==> config.mk <==
export PLATFORM = sky130hd
export DESIGN_NAME = cc_seq_sorter
export DESIGN_NICKNAME = d
export VERILOG_FILES = /design/src/rtl/cc_seq_sorter_pkg.sv /design/src/rtl/cc_seq_sorter_eval.sv /design/src/rtl/cc_seq_sorter.sv
export SDC_FILE = /design/constraint.sdc
export NUM_CORES = 1
export LEC_CHECK = 0
export BUFFER_PORTS_ARGS = -buffer_cell sky130_fd_sc_hd__buf_4
export CELL_PAD_IN_SITES_DETAIL_PLACEMENT = 1
export CELL_PAD_IN_SITES_GLOBAL_PLACEMENT = 1
export CORE_MARGIN = 2
export CORE_UTILIZATION = 42
export DETAILED_ROUTE_END_ITERATION = 8
export GPL_ROUTABILITY_DRIVEN = 0
export GPL_TIMING_DRIVEN = 0
export HOLD_SLACK_MARGIN = 0.12
export PLACE_DENSITY_LB_ADDON = 0.1
export SETUP_SLACK_MARGIN = 0.5
export SYNTH_ARGS = -nofsm -noshare
export SYNTH_HDL_FRONTEND = slang
export SYNTH_SLANG_ARGS = --single-unit
==> constraint.sdc <==
create_clock -name clk -period 23.8 [get_ports clk]
set_input_delay 1.19 -clock clk [delete_from_list [all_inputs] [get_ports clk]]
set_output_delay 1.19 -clock clk [all_outputs]
set_load 0.03 [all_outputs]
==> src/rtl/cc_seq_sorter_pkg.sv <==
// cc_pkg: shared types and width helpers for the sequential CC sorter.
//   cc_state_e : FSM states of the top (IDLE, LOAD, CALC, OUT)
//   cc_ew(w)   : extended sample width (one guard bit for signed/unsigned unification)
//   cc_aw(w)   : signed arithmetic width used by the evaluation datapath
//   OPT_*      : bit positions inside the 3-bit opt field
package cc_pkg;

  typedef enum logic [1:0] {
    IDLE = 2'd0,
    LOAD = 2'd1,
    CALC = 2'd2,
    OUT  = 2'd3
  } cc_state_e;

  localparam int OPT_SIGNED = 0;
  localparam int OPT_DESC   = 1;
  localparam int OPT_NORM   = 2;

  function automatic int cc_ew(input int w);
    return w + 1;
  endfunction

  function automatic int cc_aw(input int w);
    return 2 * w + 3;
  endfunction

endpackage

==> src/rtl/cc_seq_sorter_eval.sv <==
// cc_eval: combinational normalise-and-evaluate stage of the CC equation pair.
//   s       : ordered samples, EW bits each, two's complement
//   norm_en : subtract the mid-range value (s[0]+s[N-1])/2 from every sample
//   equ     : equation select
//   h0      : product term g0*g1
//   term    : equ=1 -> 3*norm[N-3], equ=0 -> norm[0]+norm[N-1]
// The final i0 = term - h0 and its abs / divide step are left to the caller so
// that a registered design can split the long path across two cycles.
module cc_eval
  import cc_pkg::*;
#(
  parameter  int N  = 6,
  parameter  int W  = 4,
  localparam int EW = cc_ew(W),
  localparam int AW = cc_aw(W)
) (
  input  logic [N-1:0][EW-1:0] s,
  input  logic                 norm_en,
  input  logic                 equ,
  output logic signed [AW-1:0] h0,
  output logic signed [AW-1:0] term
);

  logic signed [EW:0]   sum;
  logic signed [EW:0]   avg;
  logic signed [AW-1:0] norm [N];
  logic signed [AW-1:0] g0;
  logic signed [AW-1:0] g1;

  always_comb begin
    // One extra bit so the sum of the extremes cannot overflow; signed '/'
    // truncates toward zero, which is the required rounding of the midpoint.
    sum = (EW+1)'($signed(s[0])) + (EW+1)'($signed(s[N-1]));
    avg = norm_en ? (EW+1)'(sum / 2) : '0;
    for (int i = 0; i < N; i++) begin
      norm[i] = AW'($signed(s[i])) - AW'(avg);
    end
    g0   = equ ? norm[0]   : norm[1];
    g1   = equ ? norm[N-2] : norm[2];
    h0   = g0 * g1;
    term = equ ? (norm[N-3] + norm[N-3] + norm[N-3]) : (norm[0] + norm[N-1]);
  end

endmodule

==> src/rtl/cc_seq_sorter.sv <==
// cc_seq_sorter: serial insertion sorter followed by the CC equation pair.
//   clk, rst_n : rising-edge clock, asynchronous active-low reset
//   in_valid   : sample strobe; in_data : W-bit sample
//   opt, equ   : job options, taken together with the first sample of a job
//   out_valid  : one-cycle result strobe; out_n : result, zero when not valid
// Handshake: in_valid is a push-only strobe with no back-pressure. A sample is
// consumed on every rising edge where in_valid=1 and the FSM is in IDLE or LOAD;
// samples offered while in CALC or OUT are dropped. out_valid is a single-cycle
// pulse with no ready; the consumer must take out_n in that cycle.
module cc_seq_sorter
  import cc_pkg::*;
#(
  parameter int N = 6,
  parameter int W = 4
) (
  input  logic           clk,
  input  logic           rst_n,
  input  logic           in_valid,
  input  logic [W-1:0]   in_data,
  input  logic [2:0]     opt,
  input  logic           equ,
  output logic           out_valid,
  output logic [2*W:0]   out_n
);

  localparam int EW = cc_ew(W);
  localparam int AW = cc_aw(W);
  localparam int OW = 2 * W + 1;
  localparam int CW = $clog2(N + 1);

  cc_state_e            state;
  cc_state_e            state_nxt;
  logic [CW-1:0]        count;
  logic [EW-1:0]        a     [N];
  logic [EW-1:0]        a_nxt [N];
  logic [2:0]           opt_q;
  logic                 equ_q;
  logic [2:0]           opt_eff;
  logic                 accept;
  logic                 last;
  logic [EW-1:0]        x;
  logic [N-1:0]         gt;
  logic [N-1:0][EW-1:0] s;
  logic signed [AW-1:0] h0;
  logic signed [AW-1:0] term;
  logic signed [AW-1:0] h0_q;
  logic signed [AW-1:0] term_q;
  logic signed [AW-1:0] i0;
  logic [OW-1:0]        res;

  cc_eval #(.N(N), .W(W)) u_eval (
    .s       (s),
    .norm_en (opt_q[OPT_NORM]),
    .equ     (equ_q),
    .h0      (h0),
    .term    (term)
  );

  always_comb begin
    // The first sample of a job arrives before opt is latched, so it must
    // see the live option bits.
    opt_eff = (state == IDLE) ? opt : opt_q;
    accept  = in_valid && ((state == IDLE) || (state == LOAD));
    last    = (count == CW'(N - 1));
    x       = {opt_eff[OPT_SIGNED] & in_data[W-1], in_data};

    // gt is monotonic over the stored prefix because a[] is kept ascending;
    // strict '>' places a new equal value after the existing ones.
    for (int j = 0; j < N; j++) begin
      gt[j] = (count > CW'(j)) && ($signed(a[j]) > $signed(x));
    end
    a_nxt[0] = (gt[0] || (count == '0)) ? x : a[0];
    for (int j = 1; j < N; j++) begin
      if (gt[j-1])                          a_nxt[j] = a[j-1];
      else if (gt[j] || (count == CW'(j)))  a_nxt[j] = x;
      else                                  a_nxt[j] = a[j];
    end

    for (int i = 0; i < N; i++) begin
      s[i] = opt_q[OPT_DESC] ? a[N-1-i] : a[i];
    end

    i0  = term_q - h0_q;
    res = equ_q ? OW'(i0[AW-1] ? -i0 : i0) : OW'(i0 / 3);

    state_nxt = state;
    case (state)
      IDLE:    if (in_valid)         state_nxt = LOAD;
      LOAD:    if (in_valid && last) state_nxt = CALC;
      CALC:                          state_nxt = OUT;
      OUT:                           state_nxt = IDLE;
      default:                       state_nxt = IDLE;
    endcase
  end

  always_ff @(posedge clk or negedge rst_n) begin
    if (!rst_n) begin
      state     <= IDLE;
      count     <= '0;
      for (int j = 0; j < N; j++) a[j] <= '0;
      opt_q     <= '0;
      equ_q     <= 1'b0;
      h0_q      <= '0;
      term_q    <= '0;
      out_valid <= 1'b0;
      out_n     <= '0;
    end else begin
      state <= state_nxt;
      if ((state == IDLE) && in_valid) begin
        opt_q <= opt;
        equ_q <= equ;
      end
      if (accept) begin
        count <= last ? '0 : count + CW'(1);
        for (int j = 0; j < N; j++) a[j] <= a_nxt[j];
      end
      if (state == CALC) begin
        h0_q   <= h0;
        term_q <= term;
      end
      out_valid <= (state == OUT);
      out_n     <= (state == OUT) ? res : '0;
    end
  end

endmodule
==> summary.log, run 1 <==
INFO  die            dieHeight=157um
INFO  final_layout   drive_gt1_share=9.80%
INFO  drt            average_routed_wire_per_standard_cell=18.7um
INFO  yosys          synth_nets=1327
INFO  global_route   first_global_vias=8807
INFO  yosys          syn-mean-instance-area=8.61um2
INFO  drt            drt_first_pass_iters=4
INFO  worst_setup_path critPathTopFamily=adder cells
INFO  final_layout   fill_cells=2825
INFO  clocking       insertion_delay=0.35ns
INFO  die            die_area=24800um2
INFO  yosys          synthArstFlopShare=100%
INFO  clocking       clock_sink_count=71
INFO  die            design.portCount=21
INFO  yosys          synth_top_cells_by_area=sky130_fd_sc_hd__dfrtp_1 18%, sky130_fd_sc_hd__ha_1 16%, sky130_fd_sc_hd__fa_1 7.9%, sky130_fd_sc_hd__xnor2_1 4.9%, sky130_fd_sc_hd__inv_1 4.2%
INFO  worst_setup_path worst_path_most_repeated_cell=sky130_fd_sc_hd__xnor2_1
INFO  drt            met2RoutedLength=14100um
INFO  sta            fin_tns_setup=0ns
INFO  clocking       path_clk_slew=0.06ns
INFO  drt            drt_iter0_drc=353
INFO  yosys          yosys_register_bits=71
INFO  yosys          yosys_warnings=0
INFO  worst_setup_path critical_path.n_buffers_inverters=4
INFO  yosys          synth_cells=1148
INFO  global_route   grt.total_usage=23.7%
INFO  min_path       hp-class=reg -> reg
INFO  global_route   grt_pass1_wl=46400um
INFO  die            dieWidth=157um
INFO  outcome        outcome=complete, no violations
INFO  clocking       cts_max_path_buffers=2
INFO  drt            routed_wire_length=28200um
INFO  final_layout   nNetsFinal=1358
INFO  drt            detail_route.wirelength.met1=12900um
INFO  drt            number_of_vias_in_the_routed_layout=8433
INFO  sta            worstMarginPinSlew=1.01ns
INFO  drt            drt_drc_violations_left=0
INFO  sta            period_minus_slack=8.99ns
INFO  clocking       number_of_h_tree_levels=3
INFO  clocking       cts-resized-gates=0
INFO  yosys          yosys.area.top_type_share=18.0%
INFO  worst_setup_path critPathCaptureType=flip-flop
INFO  sta            setup-violations-final=0
INFO  yosys          synth.cell_area=9880um2
INFO  global_route   gr-total-overflow=0
INFO  final_layout   finalCoreUtilization=46.4%
INFO  yosys          count_of_flip_flops_with_a_built_in_enable_after_synthesis=0
INFO  die            initial_utilization=42.5%
INFO  clocking       cts.root.buffer_cell=sky130_fd_sc_hd__clkbuf_16
INFO  worst_setup_path setup.worst_path.class=reg -> reg
INFO  die            core_region_area=23300um2
INFO  yosys          cell_variety_after_synth=88
INFO  global_route   grt_max_degree=72
INFO  final_layout   area_growth=9.14%
INFO  final_layout   multi_input_comb_area=7530um2
INFO  placement      post-dp-hpwl=22600um
INFO  clocking       cts_hold_buf=0
INFO  global_route   antenna_found_initial=0
INFO  worst_setup_path cp.arrival=9.19ns
INFO  drt            wl_met3=717um
INFO  sta            slew_headroom=32.5%
INFO  die            rows=56
INFO  worst_setup_path kind_of_launch_point_of_the_worst_setup_path=flip-flop
INFO  worst_setup_path cp.required=24.00ns
INFO  yosys          yosys-top-cells-count=129 x sky130_fd_sc_hd__ha_1, 110 x sky130_fd_sc_hd__inv_1, 96 x sky130_fd_sc_hd__nand2_1
INFO  yosys          synth_top_area_cell=sky130_fd_sc_hd__dfrtp_1
INFO  sta            max_clock_freq=111MHz
INFO  drt            drtAntennaViolNets=0
INFO  worst_setup_path cp_max_fo=6
INFO  worst_setup_path max_stage_delay_on_crit_path=0.55ns
INFO  clocking       cts_setup_buffers=0
INFO  yosys          yosys.cell_count.top_type=sky130_fd_sc_hd__ha_1
INFO  final_layout   area_of_all_placed_cells_without_fillers=10800um2
INFO  placement      cell_area_after_placement=10400um2
INFO  sta            grt_setup_unrepaired=false
INFO  final_layout   antennaDiodeCount=0
INFO  yosys          yosysSeqAreaShare=18.0%
INFO  drt            top_layer_used=met4
INFO  clocking       cts_made_buffers=9
INFO  flow_run       drv.max_cap_violation_count=0
INFO  clocking       tritoncts_clock_tree=done
INFO  drt            via_per_inst=5.61
INFO  final_layout   storage_element_area=1780um2
INFO  sta            worst_clock_skew=0.0124ns
INFO  sta            report.final.slew_viol_count=0
INFO  yosys          synth_flop_cell=sky130_fd_sc_hd__dfrtp_1
INFO  sta            layout_worst_path_cycle_share=37.8%
INFO  placement      port_buffers=20
INFO  sta            report.final.hold_viol_count=0
INFO  worst_setup_path critical_path.slowest_cell=sky130_fd_sc_hd__o21ai_0
-- cells in the final DEF (no fill, tap or decap), drive strengths merged, types with 8 or more instances in the layout --
| cell | netlist | layout |
|---|---|---|
| a211oi | 8 | 8 |
| a21o | 19 | 19 |
| a21oi | 64 | 64 |
| a31oi | 11 | 11 |
| and2 | 10 | 10 |
| buf | 14 | 34 |
| clkbuf | 19 | 29 |
| dfrtp | 71 | 71 |
| fa | 39 | 39 |
| ha | 129 | 129 |
| inv | 110 | 111 |
| mux2 | 35 | 35 |
| mux2i | 33 | 33 |
| nand2 | 96 | 96 |
| nand2b | 24 | 24 |
| nand3 | 15 | 15 |
| nand4 | 8 | 8 |
| nor2 | 97 | 97 |
| nor2b | 26 | 26 |
| nor3 | 19 | 19 |
| nor4 | 8 | 8 |
| o211ai | 9 | 9 |
| o21a | 16 | 16 |
| o21ai | 85 | 85 |
| o311ai | 9 | 9 |
| xnor2 | 56 | 56 |
| xor2 | 22 | 22 |
-- registers in the layout, summed over array words and instances, names as in the netlist --
signal,flops
a,30
h0_q,11
term_q,11
out_n,9
count,3
opt_q,3
state,2
equ_q,1
out_valid,1
-- layout make-up --
| cell class | count | area share (%) |
|---|---|---|
| Inverter | 111 | 3.86 |
| Clock inverter | 6 | 1.07 |
| Sequential cell | 71 | 16.5 |
| Multi-Input combinational cell | 933 | 69.8 |
| Tap cell | 319 | 3.70 |
| Timing Repair Buffer | 20 | 1.39 |
| Buffer | 33 | 1.50 |
| Clock buffer | 10 | 2.22 |
-- routing by layer --
layer  GRT usage (%)  vias to the layer above
met5               0                        -
met4            4.81                        0
met3            2.70                       25
met2            42.3                       76
met1            31.0                     4216
li1                -                     4116
-- worst reg2reg max path: cells and delay by family, from the launching register on --
kind	cells	cell delay, ns
compound gates	8	1.51
xor+xnor	9	1.53
fa+ha+maj	9	3.66
buf+inv	4	0.44
flops	1	0.49
mux	1	0.26
simple gates	5	0.96
-- per-stage QoR --
| step | hold WS (ns) | cells | setup slack [ns] |
|---|---|---|---|
| 3_5_place_dp | 0.474 | 1487 | 14.81 |
| 5_1_grt | 0.516 | 1503 | 14.16 |
| 4_1_cts | 0.487 | 1503 | 14.73 |
| 2_1_floorplan | 0.455 | 1148 | 15.95 |
| 6_report | 0.482 | 1503 | 14.81 |
| 3_3_place_gp | 0.464 | 1487 | 14.89 |
-- logic make-up after synthesis --
logic type	after synthesis	share of synthesized area (%)
compound gates	289	20.4
simple gates	325	16.0
mux	73	8.55
buf+inv	144	5.85
fa+ha+maj	168	24.2
flops	71	18.0
xor+xnor	78	7.07
-- worst paths after layout --
path / startpoint / to / slack (ns) / cells after the start
worst max-delay path: a[1] / h0_q[10] / 14.81 / 36
max in group asynchronous: rst_n / a[25] / 22.14 / 1
worst min register to register: term_q[5] / term_q[5] / 0.48 / 1
worst min-delay path: term_q[5] / term_q[5] / 0.48 / 1
min in group asynchronous: rst_n / h0_q[8] / 1.03 / 1
worst max register to register: a[1] / h0_q[10] / 14.81 / 36
Power of run 1 is not shown: default switching activity piles up to over one toggle a cycle in this logic, so the estimate is an artifact.
==> run 2: changes to the inputs <==
- clock period: 23.8 -> 9.1 ns (I/O delays scaled with it)
==> run 2 against run 1 <==
Against the previous run:
- maximum frequency increased by 10%
- flip-flop and latch count is the same
- via count grew 0.24%
- critical endpoint unchanged
- critical path type unchanged
==> summary.log, run 2 (same netlist as run 1, synthesis figures left out) <==
INFO  outcome        outcome=complete, no violations
INFO  global_route   gr-total-overflow=0
INFO  drt            routed_wire_length=28400um
INFO  sta            grt_setup_unrepaired=false
INFO  worst_setup_path max_stage_delay_on_crit_path=0.52ns
INFO  final_layout   max_ffs_per_register=30
INFO  sta            worst_clock_skew=0.0126ns
INFO  final_layout   area_growth=10.5%
INFO  drt            drt_first_pass_iters=4
INFO  die            rows=56
INFO  drt            drtAntennaViolNets=0
INFO  worst_setup_path setup.worst_path.class=reg -> reg
INFO  sta            fin_tns_setup=0ns
INFO  worst_setup_path critical_path.n_buffers_inverters=4
INFO  worst_setup_path critPathTopFamily=adder cells
INFO  clocking       cts_max_path_buffers=2
INFO  die            dieWidth=157um
INFO  worst_setup_path critPathCaptureType=flip-flop
INFO  worst_setup_path cp_max_fo=6
INFO  min_path       hp-class=in -> async
INFO  drt            drt_drc_violations_left=0
INFO  drt            average_routed_wire_per_standard_cell=18.8um
INFO  die            dieHeight=157um
INFO  global_route   grt_pass1_wl=46400um
INFO  final_layout   nNetsFinal=1365
INFO  drt            drt_iter0_drc=395
INFO  placement      port_buffers=20
INFO  worst_setup_path cp.required=9.30ns
INFO  final_layout   commonest_cells_after_routing_fill_and_taps_aside=128 x sky130_fd_sc_hd__ha_1, 109 x sky130_fd_sc_hd__inv_1, 95 x sky130_fd_sc_hd__nor2_1
INFO  placement      post-dp-hpwl=22600um
INFO  worst_setup_path cp.arrival=8.35ns
INFO  worst_setup_path critical_path.slowest_cell=sky130_fd_sc_hd__fa_1
INFO  sta            worstMarginPinSlew=1.01ns
INFO  clocking       cts_made_buffers=9
INFO  worst_setup_path critical_path_depth_in_cells=36
INFO  sta            setup-violations-final=0
INFO  final_layout   antennaDiodeCount=0
INFO  worst_setup_path worst_path_most_repeated_cell=sky130_fd_sc_hd__xnor2_1
INFO  final_layout   final_common_cell=sky130_fd_sc_hd__ha_1
INFO  sta            period_minus_slack=8.15ns
INFO  clocking       tritoncts_clock_tree=done
INFO  global_route   first_global_vias=8804
INFO  global_route   grt_max_degree=72
INFO  final_layout   drive_gt1_share=11.7%
INFO  clocking       clock_sink_count=71
INFO  clocking       path_clk_slew=0.06ns
INFO  sta            layout_worst_path_cycle_share=89.5%
INFO  worst_setup_path kind_of_launch_point_of_the_worst_setup_path=flip-flop
INFO  flow_run       drv.max_cap_violation_count=0
INFO  sta            report.final.slew_viol_count=0
INFO  drt            via_per_inst=5.60
INFO  sta            slew_headroom=32.4%
INFO  die            core_region_area=23300um2
INFO  final_layout   regMostFlops=a
INFO  global_route   antenna_found_initial=0
INFO  worst_setup_path worst_r2r_path_depth=36
INFO  die            design.portCount=21
INFO  clocking       cts.root.buffer_cell=sky130_fd_sc_hd__clkbuf_16
INFO  sta            report.final.hold_viol_count=0
INFO  final_layout   regs_by_ff_count=a (30), h0_q (11), term_q (11)
INFO  clocking       number_of_h_tree_levels=3
INFO  die            die_area=24800um2
INFO  die            initial_utilization=42.5%
INFO  drt            number_of_vias_in_the_routed_layout=8453
INFO  clocking       cts_hold_buf=0
INFO  sta            max_clock_freq=123MHz
INFO  global_route   grt.total_usage=23.7%
INFO  clocking       insertion_delay=0.35ns
## run 2: cell types whose count changed in the layout (fill, tap and decap cells not counted), sizes merged
cell / previous run / this run
buf: 34 / 40
clkbuf: 29 / 30
## run 2: routing by layer
metal  global-route usage [%]  wire [um]  vias to the layer above
met5                        0          0                        -
met4                     4.81        386                        0
met3                     2.70        668                       24
met2                     42.2      14200                       70
met1                     31.0      13100                     4228
li1                         -          -                     4131
## run 2: stage by stage
| step | worst slack, ns | area (um2) | utilization (%) | cells | hold WS, ns |
|---|---|---|---|---|---|
| 6_report | 0.953 | 10900 | 46.9 | 1510 | 0.295 |
| 5_1_grt | 0.497 | 10900 | 46.9 | 1510 | 0.347 |
| 4_1_cts | 0.563 | 10800 | 46.4 | 1503 | 0.334 |
| 3_5_place_dp | 0.112 | 10400 | 44.8 | 1487 | 0.474 |
| 3_3_place_gp | 0.188 | 10400 | 44.8 | 1487 | 0.464 |
| 2_1_floorplan | 1.25 | 9880 | - | 1148 | 0.159 |
## run 2: repair_timing
| item | CTS | global route |
|---|---|---|
| buffers inserted | 0 | 7 |
| setup endpoints to repair | 1 | 1 |
| gates resized for setup | 5 | 17 |
| pin swaps | 0 | 4 |
## run 2: path summary, 6_finish.rpt
check                           from        end  slack [ns]
max in group asynchronous      rst_n       a[1]        8.11
min in group clk              opt[1]   opt_q[1]        0.34
hold / removal                 rst_n    h0_q[8]        0.30
setup reg to reg                a[1]   h0_q[10]        0.95
hold reg to reg            term_q[5]  term_q[5]        0.48
setup / recovery                a[1]   h0_q[10]        0.95
## run 2: worst reg2reg max path, delay by kind of cell (launching register included)
| kind | cells | cell delay, ns |
|---|---|---|
| adders and majority gates | 9 | 3.69 |
| AOI/OAI and AO/OA | 8 | 1.00 |
| xor gates and xnor gates | 9 | 1.54 |
| muxes | 1 | 0.29 |
| DFF | 1 | 0.44 |
| buffers and inverters | 4 | 0.29 |
| and+or+nand+nor | 5 | 0.74 |
## run 2: final cells by class
cell class	instances	area, um2
well taps	319	399
clock buffers	10	239
multi-input cells	933	7600
clock inverters	6	115
plain buffers	33	163
fillers	2810	12300
repair buffers	27	203
flip-flops and latches	71	1780
inverters	111	417
Power of run 2 is left out for the same reason.
==> run 3: changes to the inputs <==
- SLEW_MARGIN: unset -> 20
- SYNTH_HIERARCHICAL: unset -> 1
==> run 3 against run 2 <==
Against the previous run:
- clock skew is 0.0091 ns higher
- register-to-register slack worse by 0.37 ns
- largest cell class unchanged
- count of clock-buffer cells in the layout is 1 lower
- final cell count is 1.3% higher
- synthesized cell count is 0.52% lower
- die area is 0.25% higher
- utilization is 2.6 points higher
- worst setup slack worse by 0.37 ns
- global-route usage hardly changed
- area after synthesis is 0.25% higher
- highest routed layer unchanged
- worst hold slack worse by 0.063 ns
==> summary.log, run 3 <==
INFO  min_path       hp-class=in -> async
INFO  placement      port_buffers=20
INFO  final_layout   nNetsFinal=1384
INFO  drt            drt_drc_violations_left=0
INFO  clocking       path_clk_slew=0.07ns
INFO  final_layout   regs_by_ff_count=a (30), h0_q (11), term_q (11)
INFO  clocking       cts_hold_buf=0
INFO  worst_setup_path cp_max_fo=10
INFO  sta            timing.hold.ws=0.232ns
INFO  clocking       cts.root.buffer_cell=sky130_fd_sc_hd__clkbuf_16
INFO  outcome        outcome=complete, no violations
INFO  final_layout   drive_gt1_share=19.3%
INFO  final_layout   max_ffs_per_register=30
INFO  die            dieWidth=158um
INFO  drt            average_routed_wire_per_standard_cell=19.1um
INFO  yosys          cell_variety_after_synth=101
INFO  worst_setup_path critPathCaptureType=flip-flop
INFO  die            core_region_area=23300um2
INFO  sta            grt_setup_unrepaired=false
INFO  yosys          yosys-top-cells-count=125 x sky130_fd_sc_hd__ha_1, 122 x sky130_fd_sc_hd__inv_1, 107 x sky130_fd_sc_hd__nand2_1
INFO  die            die_area=24800um2
INFO  flow_run       drv.max_cap_violation_count=0
INFO  global_route   gr-total-overflow=0
INFO  worst_setup_path kind_of_launch_point_of_the_worst_setup_path=flip-flop
INFO  final_layout   area_of_all_placed_cells_without_fillers=11500um2
INFO  placement      post-dp-hpwl=22400um
INFO  yosys          yosys.area.top_type_share=17.9%
INFO  yosys          synth_top_cells_by_area=sky130_fd_sc_hd__dfrtp_1 18%, sky130_fd_sc_hd__ha_1 16%, sky130_fd_sc_hd__fa_1 8.7%, sky130_fd_sc_hd__mux2_2 6.3%, sky130_fd_sc_hd__inv_1 4.6%
INFO  yosys          syn-mean-instance-area=8.67um2
INFO  final_layout   layout.cells.non_filler=1529
INFO  sta            report.final.slew_viol_count=0
INFO  worst_setup_path cp.required=9.32ns
INFO  die            initial_utilization=42.5%
INFO  yosys          yosys_register_bits=71
INFO  clocking       insertion_delay=0.36ns
INFO  drt            number_of_vias_in_the_routed_layout=8470
INFO  drt            drt_iter0_drc=331
INFO  final_layout   final_common_cell=sky130_fd_sc_hd__inv_1
INFO  yosys          yosys_warnings=6
INFO  final_layout   antennaDiodeCount=0
INFO  die            rows=56
INFO  global_route   grt_pass1_wl=46800um
INFO  sta            layout_worst_path_cycle_share=93.5%
INFO  placement      placed_cells=1481
INFO  sta            worstMarginPinSlew=0.964ns
INFO  worst_setup_path setup.worst_path.class=reg -> reg
INFO  yosys          synth_top_area_cell=sky130_fd_sc_hd__dfrtp_1
INFO  yosys          synth_cells=1142
INFO  global_route   grt.total_usage=23.8%
INFO  worst_setup_path reg2reg_slack=0.59ns
INFO  clocking       number_of_h_tree_levels=3
INFO  sta            period_minus_slack=8.51ns
INFO  drt            drt_first_pass_iters=4
INFO  final_layout   area_growth=16.5%
INFO  clocking       cts_max_path_buffers=2
INFO  clocking       cts_made_buffers=9
INFO  die            design.portCount=21
INFO  drt            via_per_inst=5.54
INFO  drt            drtAntennaViolNets=0
INFO  sta            fin_tns_setup=0ns
INFO  yosys          synth.cell_area=9910um2
INFO  sta            worst_clock_skew=0.0217ns
INFO  sta            slew_headroom=35.8%
INFO  yosys          synth_flop_cell=sky130_fd_sc_hd__dfrtp_1
INFO  global_route   antenna_found_initial=0
INFO  yosys          synth_nets=1321
INFO  worst_setup_path cp.arrival=8.74ns
INFO  clocking       clock_sink_count=71
INFO  worst_setup_path max_stage_delay_on_crit_path=0.57ns
INFO  sta            report.final.hold_viol_count=0
INFO  global_route   grt_max_degree=72
INFO  placement      cell_area_after_placement=10500um2
INFO  final_layout   regMostFlops=a
INFO  worst_setup_path critical_path.slowest_cell=sky130_fd_sc_hd__fa_1
INFO  final_layout   commonest_cells_after_routing_fill_and_taps_aside=122 x sky130_fd_sc_hd__inv_1, 107 x sky130_fd_sc_hd__ha_1, 102 x sky130_fd_sc_hd__nand2_1
INFO  sta            setup-violations-final=0
INFO  clocking       tritoncts_clock_tree=done
INFO  sta            max_clock_freq=117MHz
INFO  yosys          yosys.cell_count.top_type=sky130_fd_sc_hd__ha_1
INFO  drt            routed_wire_length=29200um
INFO  yosys          synthArstFlopShare=100%
INFO  yosys          yosysSeqAreaShare=17.9%
INFO  die            dieHeight=158um
INFO  yosys          count_of_flip_flops_with_a_built_in_enable_after_synthesis=0
INFO  global_route   first_global_vias=8840
-- run 3: cell count changes in the layout (fill, tap and decap cells not counted), sizes merged, moves of 5 or more --
cell	delta
buf	+25
inv	+15
nor2	-25
nand2b	-18
xor2	-7
mux4	-5
o22a	-5
a21oi	-7
mux2	+21
nor4b	+5
a211o	-5
nand2	+12
nor4	-6
and2	+13
-- run 3: final timing paths --
check,depth (start not counted),endpoint,from
max in group asynchronous,1,h0_q[10],rst_n
hold reg to reg,1,term_q[8],term_q[8]
setup / recovery,36,h0_q[10],opt_q[1]
setup reg to reg,36,h0_q[10],opt_q[1]
min in group clk,2,opt_q[1],opt[1]
hold / removal,1,a[3],rst_n
-- run 3: stage by stage --
stage | util (%) | setup WS, ns
after floorplan | - | 0.596
after global placement | 44.8 | -0.585
after detailed placement | 44.8 | -0.732
after CTS | 47.2 | 0.505
after global routing | 49.5 | 0.257
final | 49.5 | 0.587
-- run 3: cells by family (layout without fill, tap and decap cells) --
kind of cell,Yosys count,in the layout,share of synthesized area [%]
mux,90,90,9.88
fa+ha+maj,169,169,24.6
buf+inv,155,223,6.10
flops,71,71,17.9
simple gates,317,317,15.9
compound gates,269,269,18.7
xor+xnor,71,71,6.99
-- run 3: critical path, delay by kind of cell (launching register included) --
kind | cells | cell delay, ns
compound gates | 4 | 0.80
xor+xnor | 8 | 1.65
fa+ha+maj | 9 | 3.36
buf+inv | 4 | 0.45
flops | 1 | 0.37
mux | 3 | 0.79
simple gates | 8 | 0.93
-- run 3: cell type report --
class | instances | area [um2]
Timing Repair Buffer | 52 | 407
Fill cell | 2737 | 11800
Buffer | 32 | 173
Multi-Input combinational cell | 916 | 8030
Clock inverter | 7 | 77.6
Tap cell | 319 | 399
Inverter | 123 | 462
Clock buffer | 9 | 225
Sequential cell | 71 | 1780
-- run 3: timing repair --
action | CTS | global route
resized for setup | 41 | 57
setup buffers | 10 | 22
pin swaps | 11 | 41
endpoints found under the setup margin | 3 | 1
-- run 3: metal layers --
| layer | GRT usage [%] | part of all wire [%] |
|---|---|---|
| met1 | 32.9 | 48 |
| met2 | 40.7 | 49 |
| met3 | 2.22 | 2.3 |
| met4 | 4.37 | 0.91 |
| met5 | 0 | 0 |
Power of run 3 is left out for the same reason.
